`src/rtl/lc3_gen_pkg.sv`:
```
// Shared types for the parametrised LC-3 datapath: mux/ALU selector encodings,
// memory handshake states and the fixed link-register index.
package lc3_gen_pkg;

   typedef enum logic [1:0] {
      ALU_ADD  = 2'd0,
      ALU_AND  = 2'd1,
      ALU_NOT  = 2'd2,
      ALU_PASS = 2'd3
   } aluk_t;

   typedef enum logic [1:0] {
      PC_INC  = 2'd0,
      PC_BUS  = 2'd1,
      PC_ADDR = 2'd2,
      PC_HOLD = 2'd3
   } pcmux_t;

   typedef enum logic [1:0] {
      A2_OFF11 = 2'd0,
      A2_OFF9  = 2'd1,
      A2_OFF6  = 2'd2,
      A2_ZERO  = 2'd3
   } addr2mux_t;

   typedef enum logic [1:0] {
      IDLE = 2'd0,
      REQ  = 2'd1,
      DONE = 2'd2
   } mem_state_t;

   localparam logic [2:0] R7 = 3'd7;

endpackage

```
`src/rtl/lc3_mem_engine.sv`:
```
// Memory handshake engine: request/ack sequencing with a bounded wait and a
// sticky timeout flag; tells the datapath when to capture read data into MDR.
module lc3_mem_engine
   import lc3_gen_pkg::*;
#(
   parameter int MEM_TIMEOUT = 255
) (
   input  logic clk,
   input  logic reset,
   input  logic mem_start,
   input  logic mem_we,
   input  logic mem_ack,
   output logic mem_req,
   output logic mem_wr,
   output logic mem_busy,
   output logic mem_done,
   output logic mem_err,
   output logic rd_load
);

   // The counter only has to reach MEM_TIMEOUT-1, the index of the last REQ cycle.
   localparam int CNT_W = (MEM_TIMEOUT < 2) ? 1 : $clog2(MEM_TIMEOUT);
   localparam logic [CNT_W-1:0] LAST_WAIT = CNT_W'(MEM_TIMEOUT - 1);

   mem_state_t       state_reg, state_next;
   logic             we_reg;
   logic [CNT_W-1:0] cnt_reg;
   logic             err_reg;
   logic             timeout;

   always_ff @(posedge clk) begin
      if (reset) begin
         state_reg <= IDLE;
         we_reg    <= 1'b0;
         cnt_reg   <= '0;
         err_reg   <= 1'b0;
      end else begin
         state_reg <= state_next;
         if (state_reg == IDLE && mem_start) begin
            we_reg  <= mem_we;
            cnt_reg <= '0;
         end else if (state_reg == REQ) begin
            cnt_reg <= cnt_reg + 1'b1;
         end
         if (timeout)
            err_reg <= 1'b1;
      end
   end

   // An ack arriving on the final wait cycle still wins over the timeout.
   always_comb begin
      state_next = state_reg;
      rd_load    = 1'b0;
      timeout    = 1'b0;
      case (state_reg)
         IDLE: if (mem_start) state_next = REQ;
         REQ: begin
            if (mem_ack) begin
               rd_load    = ~we_reg;
               state_next = DONE;
            end else if (cnt_reg == LAST_WAIT) begin
               timeout    = 1'b1;
               state_next = DONE;
            end
         end
         DONE:    state_next = IDLE;
         default: state_next = IDLE;
      endcase
   end

   assign mem_req  = (state_reg == REQ);
   assign mem_wr   = mem_req & we_reg;
   assign mem_busy = (state_reg != IDLE);
   assign mem_done = (state_reg == DONE);
   assign mem_err  = err_reg;

endmodule

```
`src/rtl/lc3_datapath_gen.sv`:
```
// LC-3 datapath generalised to WIDTH bits: PC/IR/MAR/MDR, register file, ALU,
// condition codes, LED latch and the priority bus, with its own memory engine.
module lc3_datapath_gen
   import lc3_gen_pkg::*;
#(
   parameter int               WIDTH       = 16,
   parameter logic [WIDTH-1:0] PC_RESET    = '0,
   parameter int               LED_W       = 12,
   parameter int               MEM_TIMEOUT = 255
) (
   input  logic             clk,
   input  logic             reset,
   input  logic             LD_MAR,
   input  logic             LD_MDR,
   input  logic             LD_IR,
   input  logic             LD_BEN,
   input  logic             LD_CC,
   input  logic             LD_REG,
   input  logic             LD_PC,
   input  logic             LD_LED,
   input  logic             GatePC,
   input  logic             GateMDR,
   input  logic             GateALU,
   input  logic             GateMARMUX,
   input  logic [1:0]       PCMUX,
   input  logic [1:0]       ADDR2MUX,
   input  logic             ADDR1MUX,
   input  logic             SR1MUX,
   input  logic             SR2MUX,
   input  logic             DRMUX,
   input  logic [1:0]       ALUK,
   input  logic             mem_start,
   input  logic             mem_we,
   output logic             mem_req,
   output logic             mem_wr,
   output logic [WIDTH-1:0] mem_addr,
   output logic [WIDTH-1:0] mem_wdata,
   input  logic [WIDTH-1:0] mem_rdata,
   input  logic             mem_ack,
   output logic             mem_busy,
   output logic             mem_done,
   output logic             mem_err,
   output logic             bus_conflict,
   output logic             BEN,
   output logic [WIDTH-1:0] IR_OUT,
   output logic [WIDTH-1:0] PC_OUT,
   output logic [WIDTH-1:0] MAR_OUT,
   output logic [WIDTH-1:0] MDR_OUT,
   output logic [LED_W-1:0] LED
);

   logic [WIDTH-1:0] pc_reg, ir_reg, mar_reg, mdr_reg;
   logic [WIDTH-1:0] rf_reg [8];
   logic [2:0]       nzp_reg;
   logic             ben_reg;
   logic [LED_W-1:0] led_reg;
   logic             conflict_reg;

   logic [WIDTH-1:0] bus, alu_out, alu_b, sr1_val, sr2_val;
   logic [WIDTH-1:0] addr1, addr2, addr_sum, pc_next;
   logic [WIDTH-1:0] sext11, sext9, sext6, sext5;
   logic [2:0]       sr1_idx, sr2_idx, dr_idx;
   logic [7:0]       rf_we;
   logic             multi_gate, rd_load;

   lc3_mem_engine #(.MEM_TIMEOUT(MEM_TIMEOUT)) u_mem (
      .clk       (clk),
      .reset     (reset),
      .mem_start (mem_start),
      .mem_we    (mem_we),
      .mem_ack   (mem_ack),
      .mem_req   (mem_req),
      .mem_wr    (mem_wr),
      .mem_busy  (mem_busy),
      .mem_done  (mem_done),
      .mem_err   (mem_err),
      .rd_load   (rd_load)
   );

   assign sext11 = {{(WIDTH-11){ir_reg[10]}}, ir_reg[10:0]};
   assign sext9  = {{(WIDTH-9){ir_reg[8]}},   ir_reg[8:0]};
   assign sext6  = {{(WIDTH-6){ir_reg[5]}},   ir_reg[5:0]};
   assign sext5  = {{(WIDTH-5){ir_reg[4]}},   ir_reg[4:0]};

   assign sr1_idx = SR1MUX ? ir_reg[8:6] : ir_reg[11:9];
   assign sr2_idx = ir_reg[2:0];
   assign dr_idx  = DRMUX ? R7 : ir_reg[11:9];
   assign sr1_val = rf_reg[sr1_idx];
   assign sr2_val = rf_reg[sr2_idx];
   assign alu_b   = SR2MUX ? sr2_val : sext5;

   for (genvar gi = 0; gi < 8; gi++) begin : g_rf_we
      assign rf_we[gi] = LD_REG && (dr_idx == 3'(gi));
   end

   always_comb begin
      alu_out = '0;
      case (aluk_t'(ALUK))
         ALU_ADD:  alu_out = sr1_val + alu_b;
         ALU_AND:  alu_out = sr1_val & alu_b;
         ALU_NOT:  alu_out = ~sr1_val;
         ALU_PASS: alu_out = sr1_val;
         default:  alu_out = sr1_val;
      endcase
   end

   always_comb begin
      addr2 = '0;
      case (addr2mux_t'(ADDR2MUX))
         A2_OFF11: addr2 = sext11;
         A2_OFF9:  addr2 = sext9;
         A2_OFF6:  addr2 = sext6;
         default:  addr2 = '0;
      endcase
   end

   assign addr1    = ADDR1MUX ? sr1_val : pc_reg;
   assign addr_sum = addr1 + addr2;

   always_comb begin
      pc_next = pc_reg;
      case (pcmux_t'(PCMUX))
         PC_INC:  pc_next = pc_reg + 1'b1;
         PC_BUS:  pc_next = bus;
         PC_ADDR: pc_next = addr_sum;
         default: pc_next = pc_reg;
      endcase
   end

   // The bus is a priority mux rather than a tristate; collisions are flagged.
   always_comb begin
      if (GateMARMUX)   bus = addr_sum;
      else if (GatePC)  bus = pc_reg;
      else if (GateMDR) bus = mdr_reg;
      else if (GateALU) bus = alu_out;
      else              bus = '0;
   end

   assign multi_gate = (GateMARMUX & (GatePC | GateMDR | GateALU))
                     | (GatePC & (GateMDR | GateALU))
                     | (GateMDR & GateALU);

   always_ff @(posedge clk) begin
      if (reset) begin
         pc_reg       <= PC_RESET;
         ir_reg       <= '0;
         mar_reg      <= '0;
         mdr_reg      <= '0;
         nzp_reg      <= 3'b010;
         ben_reg      <= 1'b0;
         led_reg      <= '0;
         conflict_reg <= 1'b0;
         for (int i = 0; i < 8; i++)
            rf_reg[i] <= '0;
      end else begin
         if (LD_PC) pc_reg <= pc_next;
         if (LD_IR) ir_reg <= bus;
         // MAR and MDR are frozen while a transaction owns them.
         if (LD_MAR && !mem_busy) mar_reg <= bus;
         if (rd_load)
            mdr_reg <= mem_rdata;
         else if (LD_MDR && !mem_busy)
            mdr_reg <= bus;
         if (LD_CC)
            nzp_reg <= {bus[WIDTH-1], ~|bus, ~bus[WIDTH-1] & (|bus)};
         if (LD_BEN) ben_reg <= |(ir_reg[11:9] & nzp_reg);
         if (LD_LED) led_reg <= ir_reg[LED_W-1:0];
         if (multi_gate) conflict_reg <= 1'b1;
         for (int i = 0; i < 8; i++)
            if (rf_we[i]) rf_reg[i] <= bus;
      end
   end

   assign mem_addr     = mar_reg;
   assign mem_wdata    = mdr_reg;
   assign bus_conflict = conflict_reg;
   assign BEN          = ben_reg;
   assign IR_OUT       = ir_reg;
   assign PC_OUT       = pc_reg;
   assign MAR_OUT      = mar_reg;
   assign MDR_OUT      = mdr_reg;
   assign LED          = led_reg;

endmodule

```
`config.mk`:
```
export PLATFORM = sky130hd
export DESIGN_NAME = lc3_datapath_gen
export DESIGN_NICKNAME = d
export VERILOG_FILES = /design/src/rtl/lc3_gen_pkg.sv /design/src/rtl/lc3_mem_engine.sv /design/src/rtl/lc3_datapath_gen.sv
export SDC_FILE = /design/constraint.sdc
export NUM_CORES = 1
export LEC_CHECK = 0
export BUFFER_PORTS_ARGS = -buffer_cell sky130_fd_sc_hd__buf_2
export CAP_MARGIN = 20
export CORE_MARGIN = 5
export CORE_UTILIZATION = 39
export DETAILED_ROUTE_END_ITERATION = 10
export GPL_TIMING_DRIVEN = 0
export MAX_ROUTING_LAYER = met4
export PLACE_DENSITY = 0.58
export SLEW_MARGIN = 20
export SYNTH_ARGS = -nofsm -noshare
export SYNTH_HDL_FRONTEND = slang
export SYNTH_SLANG_ARGS = --single-unit
```
`constraint.sdc`:
```
create_clock -name clk -period 14.4 [get_ports clk]
set_input_delay 1.44 -clock clk [delete_from_list [all_inputs] [get_ports clk]]
set_output_delay 1.44 -clock clk [all_outputs]
set_load 0.005 [all_outputs]
```
==> run_results.csv <==
group,metric,value,unit
timing,fin_crit_sh,48.4,%
floorplanning,dieWidth,201,um
grt,grt_max_degree,17,
logic_synthesis,yosys-top-cells-count,"nor2_1, edfxtp_1, a21oi_1",
logic_synthesis,ys_ff_latch,224,
timing,rsz0062_at_grt,"false",
routing,via_per_inst,5.93,
pwr,p_total,1960,uW
setup_path,endpoint,"nzp_reg[0]",
floorplanning,design.die.area,0.0405,sq mm
pwr,switchingPower,658,uW
routing,vias,13300,
timing,worstMarginPinSlew,1360,ps
clock_network,clockBufferDepth,3,
logic_synthesis,synth_area_leader_cell,"edfxtp_1",
pwr,p_per_area,118,mW/mm^2
placement,place_congestion,0.998,
timing,final-setup-viol-count,0,
grt,grt_pass1_wl,79900,um
floorplanning,rows,70,
setup_path,end_kind,"flip-flop",
setup_path,regToRegSetupSlack,8060,ps
clock_network,clk_root_buffer_cell,"clkbuf_16",
routing,wl_per_cell,24.2,um
setup_path,cp-start-kind,"input pin",
grt,first_global_vias,12700,
routing,wl_met1,22100,um
pwr,leakagePower,0.00667,uW
pwr,p_sw_share,33.6,%
logic_synthesis,netlist_top_cells_area,"edfxtp_1, dfxtp_1, nor2_1, mux4_2, mux2i_1",
layout,largest_reg_flops,128,
layout,fin_nets,1835,
floorplanning,io_pins,158,
logic_synthesis,yosysMostFrequentCell,"nor2_1",
floorplanning,die_h,201,um
routing,wl_met3,4850,um
floorplanning,start_util,39.3,%
status,status,"complete, no violations",
logic_synthesis,synth.avg_cell_area,9.08,sq um
layout,fillers,3593,
clock_network,cts_made_buffers,25,
timing,fin_worst_skew,19.1,ps
routing,wirelength,54300,um
logic_synthesis,async_flop_share,0,%
placement,place_hpwl,41100,um
logic_synthesis,synth_ff_type,"edfxtp_1",
clock_network,cts.sinks,224,
setup_path,crit-reg2reg-launch,"IR_OUT[9]",
logic_synthesis,synth_edf_count,128,
logic_synthesis,synth.distinct_cells,82,
timing,finalCriticalPeriod,6970,ps
worst_hold_path,holdCritPathClass,"reg2reg",
setup_path,rr_worst_depth,18,
pwr,power_frac_seq,38.9,%
pwr,combPwrFrac,28.0,%
timing,fin_tns_setup,0,ps
logic_synthesis,synth_top_area_share,26.9,%
clock_network,tritoncts,"yes",
run,drv_cap,0,
clock_network,clk_pin_slew,60,ps
logic_synthesis,yosysWarnings,0,
logic_synthesis,synth_fp_nets,1653,
logic_synthesis,seq_area_frac_synth,40.4,%
setup_path,startpoint,"SR1MUX",
grt,antenna_found_initial,1,
setup_path,cp.arrival,7360,ps
pwr,pwr-share-clk,33.1,%
clock_network,clk_latency,560,ps
setup_path,critical_path_class,"in2reg",
timing,whs,470,ps
pwr,vdd.ir_drop.worst,0.000108,V
logic_synthesis,synthCells,1571,
grt,grtUsageTotal,26.3,%
clock_network,cts.htree.levels,1,
layout,drive_above_1_share,18.9,%
layout,syn_to_final_growth,15.8,%
clock_network,post-cts-setup-buffers,0,
timing,hold_viol,0,
placement,port_buffers,153,
logic_synthesis,syn_area,0.0143,sq mm
setup_path,worst_r2r_endpoint,"nzp_reg[0]",
grt,grt-ovfl-total,0,
routing,first_pass_iters,7,
routing,top_layer,"met4",
setup_path,worstPathRequired,14790,ps
routing,ant_nets,0,
setup_path,cp_max_fo,10,
clock_network,cts_resized,0,
clock_network,postCtsHoldBufs,0,
routing,drt_iter0_markers,1341,
timing,max_freq,143,MHz
routing,remaining_drc_errors,0,
pwr,p_int,1300,uW
floorplanning,core_area,0.0363,sq mm
routing,wl_met2,24800,um
timing,finalMaxSlewViolations,0,
timing,slew_headroom,8.71,%
==> final cells by class <==
type                       count  area, sq um  share of cell area [%]
tap                          468          586                    3.54
sequential                   224         5770                    34.9
timing repair buffer         155          781                    4.73
antenna                        4         10.0                  0.0606
clock buffer                  37          782                    4.73
multi-input combinational   1137         7550                    45.7
clock inverter                 9         66.3                   0.401
buffer                       142          723                    4.38
inverter                      68          255                    1.54
==> critical path: stages <==
cell,delay [ps]
buf_2,170
mux2i_1,840
buf_2,420
o31ai_1,120
o32ai_1,560
nor2_1,90
nor2_1,160
ha_1,320
and3_1,180
a2111o_1,440
or3_1,360
o21bai_1,220
a2111oi_0,400
a311oi_1,130
a31oi_2,680
nand4_1,210
nor4_2,440
o32ai_1,150
==> layout by cell type (no fill, tap or decap), drive strengths merged, types with 9 or more instances in the layout <==
cell type  synthesis  layout
nor2             304     304
buf               62     215
edfxtp           128     128
clkbuf            80     119
a21oi            109     109
dfxtp             96      96
nand2             76      76
mux2i             69      69
inv               65      66
o21ai             66      66
a211oi            41      41
ha                37      37
mux4              34      34
o22ai             32      32
nand2b            28      28
a31oi             24      24
nor3              21      21
or2               19      19
nor2b             18      18
nand3             17      17
and2              16      16
and3              16      16
xnor2             15      15
xor2              15      15
a221oi            15      15
o221ai            14      14
or3               13      13
a21o              11      11
o211ai            11      11
clkinv             3      10
a211o              9       9
a22oi              9       9
==> power groups by stage <==
stage	Combinational (uW)	Sequential (uW)	Clock, uW
5_1_grt	583	765	685
3_3_place_gp	528	771	0
4_1_cts	537	760	659
6_report	548	761	649
3_5_place_dp	534	774	0
2_1_floorplan	343	758	0
==> cells by family (layout without fill, tap and decap cells) <==
family	Yosys count	after routing	share of synthesized area, %
XOR/XNOR	30	30	1.84
AND/OR/NAND/NOR	552	552	17.4
other	0	4	0
adder cells (fa/ha/maj)	40	40	3.59
buffers and inverters	210	411	6.84
AO/OA/AOI/OAI	405	405	19.1
multiplexers	110	110	10.8
flip-flops	224	224	40.4
==> stage by stage <==
step	area [sq um]	cells	setup slack (ps)	utilization (%)
2_1_floorplan	14300	1571	8890	-
3_3_place_gp	15600	2192	6470	43.0
3_5_place_dp	15700	2194	7080	43.1
4_1_cts	16500	2240	7670	45.4
5_1_grt	16500	2241	7340	45.4
6_report	16500	2244	7430	45.5
==> worst min path at each step <==
| stage | startpoint | end | slack, ps | depth (start not counted) |
|---|---|---|---|---|
| after detailed placement | u_mem.mem_err | u_mem.mem_err | 460 | 2 |
| after global placement | u_mem.mem_err | u_mem.mem_err | 450 | 2 |
| after global routing | nzp_reg[0] | nzp_reg[0] | 500 | 2 |
| after floorplan | u_mem.state_reg[1] | u_mem.state_reg[0] | 440 | 1 |
| final | u_mem.mem_err | u_mem.mem_err | 470 | 2 |
| after CTS | u_mem.mem_err | u_mem.mem_err | 470 | 2 |
==> layer usage <==
layer / vias up / GRT usage, %
li1: 6077 / -
met2: 724 / 42.2
met4: 0 / 9.89
met5: - / -
met3: 161 / 4.25
met1: 6341 / 33.7
Power figures use the tool's default switching activity.
